`config.mk`:
```
export PLATFORM = sky130hd
export DESIGN_NAME = jt7759_feeder
export DESIGN_NICKNAME = d
export VERILOG_FILES = /design/src/rtl/jt7759_feeder.sv
export SDC_FILE = /design/constraint.sdc
export NUM_CORES = 1
export LEC_CHECK = 0
export CORE_MARGIN = 1.5
export CORE_UTILIZATION = 45
export DETAILED_ROUTE_END_ITERATION = 10
export PLACE_DENSITY_LB_ADDON = 0.08
export SETUP_SLACK_MARGIN = 0.5
export SYNTH_ARGS = -nofsm -noshare
export SYNTH_HDL_FRONTEND = slang
export SYNTH_SLANG_ARGS = --single-unit
```
`constraint.sdc`:
```
create_clock -name clk -period 2.2 [get_ports clk]
set_clock_uncertainty 0.2 [all_clocks]
set_input_delay 0.44 -clock clk [delete_from_list [all_inputs] [get_ports clk]]
set_output_delay 0.44 -clock clk [all_outputs]
set_load 0.01 [all_outputs]
```
`src/rtl/jt7759_feeder.sv`:
```
// Slave-mode host for the JT7759: fetches a sound's header and command stream from ROM
// and feeds it byte by byte into the chip's CPU port whenever the chip raises a request.
module jt7759_feeder #(
    parameter int unsigned WRW  = 2,
    parameter int unsigned TOUT = 4095
) (
    input  logic        clk,
    input  logic        rst,
    input  logic        cen,
    input  logic        start,
    input  logic [7:0]  snd,
    input  logic        stop,
    output logic        busy,
    output logic        done,
    output logic        tout_err,
    output logic        rom_cs,
    output logic [16:0] rom_addr,
    input  logic [7:0]  rom_data,
    input  logic        rom_ok,
    output logic        chip_cs,
    output logic        chip_wrn,
    output logic [7:0]  chip_din,
    input  logic        chip_drqn
);
    localparam int unsigned TW = 4;
    localparam int unsigned CW = 12;
    localparam int unsigned RW = 9;

    localparam logic [3:0] IDLE   = 4'd0;
    localparam logic [3:0] HDRH   = 4'd1;
    localparam logic [3:0] HDRL   = 4'd2;
    localparam logic [3:0] SNDNUM = 4'd3;
    localparam logic [3:0] WREQ   = 4'd4;
    localparam logic [3:0] FETCH  = 4'd5;
    localparam logic [3:0] WRITE  = 4'd6;
    localparam logic [3:0] WREL   = 4'd7;
    localparam logic [3:0] DONE   = 4'd8;

    logic [3:0]    state, state_d;
    logic [7:0]    snd_q, snd_d, ahi, ahi_d, alo, alo_d;
    logic [2:0]    pre, pre_d;
    logic [RW-1:0] rem, rem_d;
    logic          len_next, len_d, hdr_seen, hdr_d, end_flag, end_d, stop_pend, stop_d;
    logic [TW-1:0] tick, tick_d;
    logic [CW-1:0] tcnt, tcnt_d;
    logic          busy_d, done_d, tout_d, rom_cs_d, chip_cs_d, wrn_d;
    logic [16:0]   rom_addr_d;
    logic [7:0]    din_d, pre_byte_c;

    // Fixed preamble after the sound number: dummy, address high, address low, dummy
    always_comb begin
        pre_byte_c = 8'h00;
        case (pre)
            3'd1:    pre_byte_c = ahi;
            3'd2:    pre_byte_c = alo;
            default: pre_byte_c = 8'h00;
        endcase
    end

    always_comb begin
        state_d    = state;
        snd_d      = snd_q;
        ahi_d      = ahi;
        alo_d      = alo;
        pre_d      = pre;
        rem_d      = rem;
        len_d      = len_next;
        hdr_d      = hdr_seen;
        end_d      = end_flag;
        stop_d     = stop_pend;
        tick_d     = tick;
        tcnt_d     = tcnt;
        busy_d     = busy;
        done_d     = 1'b0;
        tout_d     = tout_err;
        rom_cs_d   = rom_cs;
        rom_addr_d = rom_addr;
        chip_cs_d  = chip_cs;
        wrn_d      = chip_wrn;
        din_d      = chip_din;
        case (state)
            IDLE: if (start) begin
                snd_d      = snd;
                tout_d     = 1'b0;
                busy_d     = 1'b1;
                rom_cs_d   = 1'b1;
                rom_addr_d = {8'd0, snd, 1'b0} + 17'd5;
                pre_d      = 3'd0;
                rem_d      = '0;
                len_d      = 1'b0;
                hdr_d      = 1'b0;
                end_d      = 1'b0;
                stop_d     = 1'b0;
                state_d    = HDRH;
            end
            HDRH, HDRL, SNDNUM, FETCH: begin
                if (stop) begin
                    rom_cs_d = 1'b0;
                    busy_d   = 1'b0;
                    state_d  = IDLE;
                end else if (state == SNDNUM) begin
                    din_d     = snd_q;
                    chip_cs_d = 1'b1;
                    wrn_d     = 1'b0;
                    tick_d    = '0;
                    state_d   = WRITE;
                end else if (rom_ok && state == HDRH) begin
                    ahi_d      = rom_data;
                    rom_addr_d = rom_addr + 17'd1;
                    state_d    = HDRL;
                end else if (rom_ok && state == HDRL) begin
                    alo_d      = rom_data;
                    rom_cs_d   = 1'b0;
                    rom_addr_d = {ahi, rom_data, 1'b0} + 17'd1;
                    state_d    = SNDNUM;
                end else if (rom_ok) begin
                    rom_cs_d   = 1'b0;
                    rom_addr_d = rom_addr + 17'd1;
                    din_d      = rom_data;
                    chip_cs_d  = 1'b1;
                    wrn_d      = 1'b0;
                    tick_d     = '0;
                    state_d    = WRITE;
                    // Command parser: length byte, pass-through data, or command
                    if (len_next) begin
                        len_d = 1'b0;
                        rem_d = RW'(rom_data[7:1]) + 9'd1;
                    end else if (rem != '0) begin
                        rem_d = rem - 9'd1;
                    end else if (rom_data == 8'h00) begin
                        end_d = hdr_seen;
                    end else begin
                        hdr_d = 1'b1;
                        if (rom_data[7:6] == 2'b01)      rem_d = 9'd128;
                        else if (rom_data[7:6] == 2'b10) len_d = 1'b1;
                    end
                end
            end
            WREQ: begin
                if (stop) begin
                    busy_d  = 1'b0;
                    state_d = IDLE;
                end else if (!chip_drqn) begin
                    if (pre != 3'd4) begin
                        din_d     = pre_byte_c;
                        pre_d     = pre + 3'd1;
                        chip_cs_d = 1'b1;
                        wrn_d     = 1'b0;
                        tick_d    = '0;
                        state_d   = WRITE;
                    end else begin
                        rom_cs_d = 1'b1;
                        state_d  = FETCH;
                    end
                end else if (cen) begin
                    if (tcnt == CW'(TOUT - 1)) begin
                        tout_d  = 1'b1;
                        busy_d  = 1'b0;
                        state_d = IDLE;
                    end else begin
                        tcnt_d = tcnt + 12'd1;
                    end
                end
            end
            WRITE: begin
                // stop is deferred so the write pulse always has its full width
                if (stop) stop_d = 1'b1;
                if (cen) begin
                    if (tick == TW'(WRW - 1)) begin
                        wrn_d   = 1'b1;
                        state_d = WREL;
                    end else begin
                        tick_d = tick + 4'd1;
                    end
                end
            end
            WREL: begin
                chip_cs_d = 1'b0;
                if (stop_pend || stop) begin
                    busy_d  = 1'b0;
                    state_d = IDLE;
                end else if (end_flag) begin
                    done_d  = 1'b1;
                    busy_d  = 1'b0;
                    state_d = DONE;
                end else if (chip_drqn) begin
                    tcnt_d  = '0;
                    state_d = WREQ;
                end
            end
            DONE:    state_d = IDLE;
            default: state_d = IDLE;
        endcase
    end

    always_ff @(posedge clk) begin
        if (rst) begin
            state     <= IDLE;
            snd_q     <= '0;
            ahi       <= '0;
            alo       <= '0;
            pre       <= '0;
            rem       <= '0;
            len_next  <= 1'b0;
            hdr_seen  <= 1'b0;
            end_flag  <= 1'b0;
            stop_pend <= 1'b0;
            tick      <= '0;
            tcnt      <= '0;
            busy      <= 1'b0;
            done      <= 1'b0;
            tout_err  <= 1'b0;
            rom_cs    <= 1'b0;
            rom_addr  <= '0;
            chip_cs   <= 1'b0;
            chip_wrn  <= 1'b1;
            chip_din  <= '0;
        end else begin
            state     <= state_d;
            snd_q     <= snd_d;
            ahi       <= ahi_d;
            alo       <= alo_d;
            pre       <= pre_d;
            rem       <= rem_d;
            len_next  <= len_d;
            hdr_seen  <= hdr_d;
            end_flag  <= end_d;
            stop_pend <= stop_d;
            tick      <= tick_d;
            tcnt      <= tcnt_d;
            busy      <= busy_d;
            done      <= done_d;
            tout_err  <= tout_d;
            rom_cs    <= rom_cs_d;
            rom_addr  <= rom_addr_d;
            chip_cs   <= chip_cs_d;
            chip_wrn  <= wrn_d;
            chip_din  <= din_d;
        end
    end
endmodule

```
==> metrics.cfg <==
[die]
die_w_um = 112.6
chipHeight_um = 112.6
num_rows = 39
io_pins = 54
initial_core_util_pct = 46.76
core_sq_mm = 0.01156
die_area_sq_mm = 0.01268

[route]
viasPerCell = 6.228
avgRoutedWirePerCell_um = 19.65
num_vias = 6290
ant_nets = 0
drc = 0
dr.first_iter.drc_count = 642
firstDrtPassIters = 5
drt_wl_total_um = 19850

[power]
p_sw_share_pct = 39.88
p_int_w = 0.006188
p_sw_w = 0.004105
pwr-share-seq_pct = 22.7
ir_drop_mv = 0.7426
combPwrFrac_pct = 61.5
clkPwrFrac_pct = 15.8
p_leak_nw = 3.475
powerDensity_mw_per_mm2 = 1189

[cells_and_area]
drive_above_1_share_pct = 40.95
fillers = 807
antenna_cells = 0
nNetsFinal = 897
syn_to_final_growth_pct = 60.11
design_area_sq_mm = 0.008658
post-route-util_pct = 74.87

[yosys]
synth_top_cell_by_area = dfxtp_1
synth-seq-cells = 91
yosys_warnings = 0
synthFlopType = dfxtp_1
synthCells = 683
synth.area.top_cells = dfxtp_1 34%, a21oi_1 6.7%, nand2_1 4.3%, mux2i_1 3.9%, nor2_1 3.9%
synthDistinctLibCells = 69
syn_nets = 718
seq_area_frac_synth_pct = 33.69
syn_avg_cell_area_sq_um = 7.918
synth.cell_area_sq_mm = 0.005408
async_reset_ff_share_pct = 0
synth_top_area_share_pct = 33.69
synth-edff-count = 0

[place]
portBuffers = 53
gp_congestion = 0.9325
hpwl_um = 12960
place_area_sq_mm = 0.007163

[outcome]
violations = negative setup slack
status = complete, but fails checks

[worst_setup_path]
end_kind = register
crit_type = register to register
arrival_ns = 2.35
r2r-start = tcnt[1]
rr_endpoint = state[1]
reg2reg_slack_ns = -0.10
critPathLaunch = tcnt[1]
worstPathRequired_ns = 2.25
critPathMaxFanout = 2
cp-start-kind = register
reg2reg_depth = 6

[clock_network]
max-clock-path-buffers = 2
clk-insertion-delay-late_ns = 0.36
cts_tree = built
cts_hold_buf = 0
path_clk_slew_ns = 0.07
root_buffer = clkbuf_16
cts_sinks = 91
ctsHtreeMaxLevel = 3
numCtsBuffers = 9

[min_path]
hold_end = snd_q[1]
hp-start = snd_q[1]
hold_class = register to register
hold_path_depth = 2

[sta]
hold_viol = 0
fin_crit_sh_pct = 104.6
min_period_ns = 2.302
worst_slack_ns = -0.1020
slew_viol_final = 0
worst_pin_slew_ns = 0.5936
rsz0062_at_grt = yes
slew_headroom_pct = 60.37
setup_violations = 15
clock.fmax_ghz = 0.4344

[global_routing]
grt_pass1_vias = 5950
antenna_found_initial = 0
grt_max_degree = 73
grt_pass1_wl_um = 30250
grt-ovfl-total = 0
grt_usage_pct = 30.08

[flow_run]
drv_cap = 0

area by class of cell:
| type | count | area (sq um) | share of cell area (%) |
|---|---|---|---|
| clock buffer | 10 | 239.0 | 2.760 |
| clock inverter | 6 | 65.06 | 0.7514 |
| inverter | 18 | 70.07 | 0.8092 |
| multi-input combinational | 529 | 4228 | 48.83 |
| sequential | 91 | 1877 | 21.68 |
| tap | 143 | 178.9 | 2.066 |
| timing repair buffer | 213 | 2001 | 23.11 |
registers in the layout, summed over array words and instances, names as in the netlist, 3 cells and up:
| signal | cells |
|---|---|
| tick | 4 |
| rem | 9 |
| alo | 8 |
| pre | 3 |
| state | 4 |
| tcnt | 12 |
| ahi | 8 |
| rom_addr | 17 |
| snd_q | 8 |
| chip_din | 8 |
synth_stat cells, drive strengths merged, types with 16 or more instances:
library cell and instances:
nand3 26, o31ai 18, o21ai 41, nor2 56, mux2i 21, dfxtp 91, or4 16, nand2 62
nor3 17, clkbuf 34, inv 18, a21oi 72
worst max-delay path by stage:
stage,slack (ns),end,cells after the start
global route,-0.15,tcnt[7],8
floorplan,0.01,tcnt[2],6
detailed placement,-0.50,rem[1],6
CTS,-0.08,tcnt[7],5
finish,-0.10,state[1],6
global placement,-0.47,rem[1],6
timing repair:
| item | CTS | global route |
|---|---|---|
| cloned | 6 | 0 |
| setup buffers | 20 | 20 |
| setup endpoints to repair | 122 | 97 |
| resized for setup | 137 | 116 |
| pin swaps | 45 | 52 |
metal layers:
| metal | wire [um] | track usage [%] | vias to the layer above |
|---|---|---|---|
| li1 | - | - | 2909 |
| met1 | 7989 | 36.59 | 3051 |
| met2 | 9826 | 51.71 | 262 |
| met3 | 1185 | 5.076 | 68 |
| met4 | 843 | 14.35 | 0 |
| met5 | 0 | 0 | - |
worst max-delay path, cell delays in order (launching register included):
cell     delay, ns
dfxtp_2       0.36
ha_4          0.13
and2_4        0.16
nand4_1       0.24
o211a_1       0.37
or3_4         0.40
o311a_1       0.33
kinds of logic (layout without fill, tap and decap cells):
family / Yosys count / count (layout) / share of synthesized area [%]
buffers and inverters: 64 / 247 / 4.812
flip-flops: 91 / 91 / 33.69
XOR/XNOR: 15 / 15 / 2.429
AO/OA/AOI/OAI: 216 / 217 / 26.38
adder cells (fa/ha/maj): 12 / 12 / 2.776
multiplexers: 22 / 22 / 4.095
AND/OR/NAND/NOR: 263 / 263 / 25.82
power groups by stage:
stage                     Sequential (W)  Combinational (W)  Clock [W]
after floorplan                  0.00236            0.00279          0
after global placement           0.00231            0.00450          0
after detailed placement         0.00232            0.00460          0
after CTS                        0.00231            0.00535    0.00163
after global routing             0.00238            0.00672    0.00171
final                            0.00234            0.00633    0.00163
metrics by stage:
stage / total power, W / cells / TNS [ns] / hold WS (ns) / setup WS (ns)
floorplan: 0.005154 / 683 / 0 / 0.2360 / 0.01173
global placement: 0.006801 / 948 / -21.18 / 0.2424 / -0.4737
detailed placement: 0.006927 / 948 / -22.45 / 0.2506 / -0.5035
CTS: 0.009293 / 990 / -0.6137 / 0.2602 / -0.08006
global route: 0.01080 / 1010 / -1.848 / 0.2871 / -0.1544
finish: 0.01029 / 1010 / -0.8004 / 0.2677 / -0.1020
placed cells by master, fill, tap and decap left out, types with 8 or more instances in the layout:
cell type        netlist  layout
buf_4                  0     108
dfxtp_1               91      63
nand2_1               62      53
nor2_1                56      48
a21oi_1               72      41
buf_6                  1      36
dlygate4sd2_1          0      35
a21oi_2                0      24
nand3_1               26      23
o21ai_0               40      23
mux2i_1               21      21
dfxtp_2                0      20
clkdlybuf4s50_1        0      15
o31ai_1               17      14
or4_1                 16      13
inv_1                 18      12
nand4_1               12      12
nand2b_1              12      10
clkbuf_16              0      10
buf_12                 0      10
xnor2_1               11       9
o21ai_2                0       9
or3_1                 12       8
a22oi_1               12       8
a31oi_1                8       8
dfxtp_4                0       8
(Power assumes the default switching activity.)
